==> config.mk <==
export PLATFORM = sky130hd
export DESIGN_NAME = breath_gen
export DESIGN_NICKNAME = d
export VERILOG_FILES = /design/src/rtl/breath_pkg.sv /design/src/rtl/gamma_sq.sv /design/src/rtl/breath_gen.sv
export SDC_FILE = /design/constraint.sdc
export NUM_CORES = 1
export LEC_CHECK = 0
export BUFFER_PORTS_ARGS = -buffer_cell sky130_fd_sc_hd__buf_4
export CAP_MARGIN = 5
export CORE_MARGIN = 2
export CORE_UTILIZATION = 41
export CTS_BUF_LIST = sky130_fd_sc_hd__clkbuf_8
export CTS_CLUSTER_SIZE = 8
export DETAILED_ROUTE_END_ITERATION = 10
export PLACE_DENSITY = 0.68
export SYNTH_ARGS = -nofsm -noshare
export SYNTH_HDL_FRONTEND = slang
export SYNTH_SLANG_ARGS = --single-unit
export TNS_END_PERCENT = 1
==> constraint.sdc <==
create_clock -name clk50 -period 5 [get_ports clk50]
set_input_delay 1 -clock clk50 [delete_from_list [all_inputs] [get_ports clk50]]
set_output_delay 1 -clock clk50 [all_outputs]
set_load 0.01 [all_outputs]
==> src/rtl/breath_pkg.sv <==
// -----------------------------------------------------------------------------
// breath_pkg
//   Shared definitions for the breathing-LED duty generator.
//   - breath_state_e : ramp FSM states (rise, hold at peak, fall, hold at floor)
//   - hold_width()   : width of the peak-hold tick counter for a given hold length
//   - is_rising()    : true for the states that report dir=1
// -----------------------------------------------------------------------------
package breath_pkg;

    typedef enum logic [1:0] {
        StRise   = 2'd0,
        StHoldHi = 2'd1,
        StFall   = 2'd2,
        StHoldLo = 2'd3
    } breath_state_e;

    // A single hold step still needs a 1-bit counter so the port widths stay legal.
    function automatic int unsigned hold_width(input int unsigned steps);
        return (steps > 1) ? $clog2(steps) : 1;
    endfunction

    function automatic logic is_rising(input breath_state_e st);
        return (st == StRise) || (st == StHoldHi);
    endfunction

endpackage

==> src/rtl/gamma_sq.sv <==
// -----------------------------------------------------------------------------
// gamma_sq
//   Squares the brightness level to give a perceptually even ramp, scales the
//   square down to the duty width and registers it (one cycle from i_lvl).
//   Ports:
//     clk50     in   clock, rising edge
//     rst       in   asynchronous active-high reset, clears the staging register
//     i_lvl     in   lvlBits brightness level
//     o_staged  out  dutyBits registered (lvl*lvl) >> (2*lvlBits-dutyBits)
// -----------------------------------------------------------------------------
module gamma_sq #(
    parameter int unsigned lvlBits  = 10,
    parameter int unsigned dutyBits = 19
) (
    input  logic                clk50,
    input  logic                rst,
    input  logic [lvlBits-1:0]  i_lvl,
    output logic [dutyBits-1:0] o_staged
);

    localparam int unsigned SqW   = 2 * lvlBits;
    localparam int unsigned Shift = SqW - dutyBits;

    logic [SqW-1:0]      w_sq;
    logic [dutyBits-1:0] w_scaled;
    logic [dutyBits-1:0] r_staged;

    assign w_sq     = SqW'(i_lvl) * SqW'(i_lvl);
    // Top dutyBits of the square are exactly the right-shifted value.
    assign w_scaled = w_sq[SqW-1 -: dutyBits];

    // The discarded fraction bits are intentionally dropped.
    if (Shift > 0) begin : g_frac
        logic w_unused_frac;
        assign w_unused_frac = ^w_sq[Shift-1:0];
    end

    always_ff @(posedge clk50 or posedge rst) begin
        if (rst) begin
            r_staged <= '0;
        end else begin
            r_staged <= w_scaled;
        end
    end

    assign o_staged = r_staged;

endmodule

==> src/rtl/breath_gen.sv <==
// -----------------------------------------------------------------------------
// breath_gen
//   Breathing-LED duty generator. A prescaler produces a step tick every
//   2**prescBits enabled cycles; each tick moves a triangular level ramp
//   (rise, hold at max, fall, hold at 0). The level is squared by gamma_sq and
//   the result is handed to the PWM only on its period boundary, so a PWM period
//   never sees its duty change mid-way.
//   Ports:
//     clk50       in   sole clock, rising edge
//     rst         in   asynchronous active-high reset
//     en          in   advance enable; low freezes prescaler, level and state
//     period_end  in   one-cycle PWM period-boundary strobe, loads duty
//     duty        out  dutyBits registered duty word
//     duty_upd    out  high for the one cycle in which duty first shows a new value
//     dir         out  1 in rise / peak hold, 0 in fall / floor hold
// -----------------------------------------------------------------------------
module breath_gen
    import breath_pkg::*;
#(
    parameter int unsigned dutyBits  = 19,
    parameter int unsigned lvlBits   = 10,
    parameter int unsigned prescBits = 21,
    parameter int unsigned holdSteps = 4
) (
    input  logic                clk50,
    input  logic                rst,
    input  logic                en,
    input  logic                period_end,
    output logic [dutyBits-1:0] duty,
    output logic                duty_upd,
    output logic                dir
);

    localparam int unsigned        HoldW    = hold_width(holdSteps);
    localparam logic [lvlBits-1:0] LvlOne   = lvlBits'(1);
    localparam logic [lvlBits-1:0] LvlMax   = '1;
    localparam logic [lvlBits-1:0] LvlNear  = LvlMax - LvlOne;
    localparam logic [HoldW-1:0]   HoldLast = HoldW'(holdSteps - 1);

    logic [prescBits-1:0] r_presc;
    logic [lvlBits-1:0]   r_lvl;
    logic [HoldW-1:0]     r_hold;
    breath_state_e        r_state;
    logic [dutyBits-1:0]  r_duty;
    logic                 r_upd;

    logic [lvlBits-1:0]   w_lvl_nxt;
    logic [HoldW-1:0]     w_hold_nxt;
    breath_state_e        w_state_nxt;
    logic                 w_tick;
    logic [dutyBits-1:0]  w_staged;

    // -------------------------------------------------------------------------
    // Step prescaler
    // -------------------------------------------------------------------------
    assign w_tick = en && (&r_presc);

    always_ff @(posedge clk50 or posedge rst) begin
        if (rst) begin
            r_presc <= '0;
        end else if (en) begin
            r_presc <= r_presc + prescBits'(1);
        end
    end

    // -------------------------------------------------------------------------
    // Ramp FSM: level and hold counter only move on a step tick
    // -------------------------------------------------------------------------
    always_comb begin
        w_state_nxt = r_state;
        w_lvl_nxt   = r_lvl;
        w_hold_nxt  = r_hold;
        if (w_tick) begin
            unique case (r_state)
                StRise: begin
                    // Saturate at max; enter the hold on the tick that reaches it.
                    if (r_lvl != LvlMax) begin
                        w_lvl_nxt = r_lvl + LvlOne;
                    end
                    if (r_lvl >= LvlNear) begin
                        w_state_nxt = StHoldHi;
                        w_hold_nxt  = '0;
                    end
                end
                StHoldHi: begin
                    if (r_hold == HoldLast) begin
                        w_state_nxt = StFall;
                        w_hold_nxt  = '0;
                    end else begin
                        w_hold_nxt = r_hold + HoldW'(1);
                    end
                end
                StFall: begin
                    // Saturate at 0; enter the floor hold on the tick that reaches it.
                    if (r_lvl != '0) begin
                        w_lvl_nxt = r_lvl - LvlOne;
                    end
                    if (r_lvl <= LvlOne) begin
                        w_state_nxt = StHoldLo;
                        w_hold_nxt  = '0;
                    end
                end
                StHoldLo: begin
                    if (r_hold == HoldLast) begin
                        w_state_nxt = StRise;
                        w_hold_nxt  = '0;
                    end else begin
                        w_hold_nxt = r_hold + HoldW'(1);
                    end
                end
                default: begin
                    w_state_nxt = StRise;
                end
            endcase
        end
    end

    always_ff @(posedge clk50 or posedge rst) begin
        if (rst) begin
            r_state <= StRise;
            r_lvl   <= '0;
            r_hold  <= '0;
        end else begin
            r_state <= w_state_nxt;
            r_lvl   <= w_lvl_nxt;
            r_hold  <= w_hold_nxt;
        end
    end

    // -------------------------------------------------------------------------
    // Gamma stage
    // -------------------------------------------------------------------------
    gamma_sq #(
        .lvlBits  (lvlBits),
        .dutyBits (dutyBits)
    ) u_gamma_sq (
        .clk50    (clk50),
        .rst      (rst),
        .i_lvl    (r_lvl),
        .o_staged (w_staged)
    );

    // -------------------------------------------------------------------------
    // Duty handoff: only at the PWM period boundary. The staged value sampled
    // here predates any tick on the same edge, so that tick shows up one PWM
    // period later. duty_upd is raised together with the new duty value and
    // only when the value actually differs.
    // -------------------------------------------------------------------------
    always_ff @(posedge clk50 or posedge rst) begin
        if (rst) begin
            r_duty <= '0;
            r_upd  <= 1'b0;
        end else if (period_end) begin
            r_duty <= w_staged;
            r_upd  <= (w_staged != r_duty);
        end else begin
            r_upd  <= 1'b0;
        end
    end

    assign duty     = r_duty;
    assign duty_upd = r_upd;
    assign dir      = is_rising(r_state);

endmodule

==> impl_metrics.csv <==
group,metric,value,unit
setup_path,crit_fanout,9,
setup_path,required,5240,ps
power,p_int,0.874,mW
timing,fin_setup_tns,0,ps
die,die_area,0.0155,mm2
power,switching_share,26.0,%
placement,gp_congestion,0.901,
power,sequentialPowerShare,54.9,%
setup_path,crit_top_cell,"inv_1",
clock_network,cts_tree,"built",
setup_path,r2r_setup_slack,180,ps
detailed_routing,finalWirelength,11800,um
clock_network,cts.clk_slew.worst_paths,80,ps
timing,max_freq,0.207,GHz
layout,fin_util,47.5,%
clock_network,clkSinkCount,72,
power,power,1.18,mW
layout,diodes,0,
die,die_h,124,um
timing,setup_violations,0,
detailed_routing,vias_per_cell,5.26,
detailed_routing,drt_iter0_markers,342,
timing,skew,12.6,ps
synth,syn_area_per_cell,10.3,um2
power,vdd_drop_max,142,uV
synth,synth_cell_type_count,54,
synth,syn-num-nets,691,
timing,final_max_slew_viol_count,0,
power,p_clk_share,38.2,%
clock_network,cts_inserted_buffers,9,
setup_path,worstPathCellList,"nand2_1 -> inv_1 -> fa_1 -> ha_1 -> inv_1 -> fa_1 -> inv_1 -> fa_1 -> inv_1 -> fa_1 -> inv_1 -> ha_1 -> o211ai_1 -> o21ai_0 -> nor3b_2 -> a21oi_2 -> o21ai_0 -> xor2_1",
placement,hpwl,9340,um
die,die_w,124,um
layout,final_nets,725,
layout,drive_gt1_share,15.2,%
die,initial_core_util,42.5,%
placement,io_buffers,23,
synth,synth.most_common_cell,"inv_1",
detailed_routing,drc,0,
setup_path,critical_path_class,"reg -> reg",
synth,netlist_instances,579,
timing,rsz0062_at_grt,"yes",
clock_network,clockBufferDepth,2,
global_route,grt_remaining_overflow,0,
setup_path,slowest_delay,530,ps
synth,synth_edf_count,0,
detailed_routing,num_vias,4191,
power,p_leak,3.57,nW
clock_network,h-tree-depth,3,
power,power_per_cell_area,178,mW/mm2
placement,dpl.cell_count,782,
clock_network,clkLatencyLatePin,360,ps
timing,min_period_over_period,96.5,%
synth,synth_area,0.00594,mm2
synth,ys_top_cells_by_count,"inv_1 (77), dfrtp_1 (72), ha_1 (61), fa_1 (47), nand2_1 (46)",
global_route,grt_max_degree,45,
detailed_routing,final_antenna_net_count,0,
clock_network,cts-root-buf,"clkbuf_8",
run,cap_violations,0,
layout,syn_to_final_growth,11.9,%
clock_network,postCtsSetupBuffers,0,
global_route,antenna_found_initial,0,
global_route,grt_pass1_vias,4260,
setup_path,crit_path_end_kind,"flop",
synth,yosysWarnings,0,
setup_path,critPathSlowestCell,"fa_1",
die,io_pins,25,
timing,slew_headroom,54.8,%
detailed_routing,drt-pass1-iter-count,5,
setup_path,critPathArrivalTime,5060,ps
power,p_sw,0.308,mW
outcome,status,"complete, no violations",
die,row_count,43,
timing,tightest_slew,671,ps
synth,ys_async_sr_fraction,100,%
synth,synthTopCellsByArea,"dfrtp_1 (30%), fa_1 (16%), ha_1 (13%)",
global_route,grt_pass1_wl,20300,um
detailed_routing,routedWlPerCell,14.8,um
synth,synth_top_area_share,30.3,%
synth,ys_seq_elements,72,
timing,hold_violations,0,
synth,yosysTopAreaCell,"dfrtp_1",
timing,layout_min_cycle_time,4820,ps
min_path,min_path_type,"reg -> reg",
layout,layout.cells.non_filler,797,
die,core_area,0.0140,mm2
synth,ys_seq_area_share,30.3,%
power,power_frac_comb,6.9,%
setup_path,cp-start-kind,"flop",
synth,ys.flop_type,"dfrtp_1",
global_route,track_usage,16.0,%
==> worst max-delay path, delay by kind of cell (launching register included) <==
kind | cells | cell delay, ps
AND/OR/NAND/NOR | 2 | 330
buffers and inverters | 5 | 280
flip-flops | 1 | 470
adder cells (fa/ha/maj) | 6 | 2710
XOR/XNOR | 1 | 160
AO/OA/AOI/OAI | 4 | 750
==> cells by family (layout without fill, tap and decap cells) <==
logic type | Yosys count | count (layout) | synth area share, %
xor gates and xnor gates | 70 | 70 | 10.3
other | 1 | 1 | 0.0632
adders and majority gates | 108 | 108 | 28.7
buffers and inverters | 94 | 132 | 6.07
and+or+nand+nor | 153 | 153 | 13.8
DFF | 72 | 72 | 30.3
muxes | 24 | 24 | 4.51
AOI/OAI and AO/OA | 57 | 57 | 6.22
==> stage by stage <==
step | hold slack (ps) | instance area [um2] | setup slack [ps]
after floorplan | 442 | 5940 | 64.3
after global placement | 461 | 6390 | 145
after detailed placement | 467 | 6390 | 42.9
after CTS | 480 | 6580 | 20.7
after global routing | 498 | 6650 | 4.49
final | 477 | 6650 | 176
==> cells in the final DEF, fill, tap and decap left out, types with 3 or more instances in the layout <==
cell,n
mux2_2,22
dfrtp_2,3
xnor2_1,38
nand2b_1,5
nor2b_1,6
a21o_1,7
fa_1,47
ha_1,60
dfrtp_1,69
nor4_1,9
nand4_1,9
nor2_1,19
and3_1,4
xor2_1,32
buf_4,40
clkbuf_8,9
o21ai_0,11
inv_1,77
nand2_1,46
and2_1,24
nor3_1,10
nand3_1,6
a21oi_1,16
==> layer usage <==
layer,routed length (um),track usage [%],up-vias
met2,5870,25.8,80
met5,0,0,-
met1,5330,21.6,2121
li1,-,-,1979
met4,189,5.09,0
met3,446,3.14,11
==> sequential cells by signal (all words and copies together), names as in the netlist <==
signal / flops
r_presc: 21
duty: 18
u_gamma_sq.o_staged: 18
r_lvl: 10
r_hold: 2
r_state: 2
duty_upd: 1
==> power by group through the flow <==
stage	registers (mW)	clock network, mW	logic (mW)
2_1_floorplan	0.653	0	0.0677
3_3_place_gp	0.657	0	0.0787
3_5_place_dp	0.661	0	0.0824
4_1_cts	0.649	0.466	0.0834
5_1_grt	0.653	0.491	0.0934
6_report	0.649	0.451	0.0813
==> worst paths after layout <==
path,from,to,depth (start not counted)
max,r_lvl[3]$_DFFE_PP0P_,u_gamma_sq.o_staged[16]$_DFF_PP0_,18
min,r_presc[10]$_DFFE_PP0P_,r_presc[10]$_DFFE_PP0P_,1
max reg2reg,r_lvl[3]$_DFFE_PP0P_,u_gamma_sq.o_staged[16]$_DFF_PP0_,18
min reg2reg,r_presc[10]$_DFFE_PP0P_,r_presc[10]$_DFFE_PP0P_,1
max in group asynchronous,rst,duty[18]$_DFFE_PP0P_,3
min in group asynchronous,rst,r_presc[2]$_DFFE_PP0P_,2
==> timing repair <==
action | 4_1_cts | 5_1_grt
hold buffers | 0 | 0
gates resized for setup | 0 | 13
endpoints found under the setup margin | 0 | 6
==> layout make-up <==
cell class,instances,area [um2]
well taps,180,225
flip-flops and latches,72,1810
clock buffers,9,124
inverters,77,289
multi-input cells,413,3840
clock inverters,6,62.6
fillers,1275,7340
repair buffers,40,300
No activity file was read; power rests on OpenSTA's default activity.
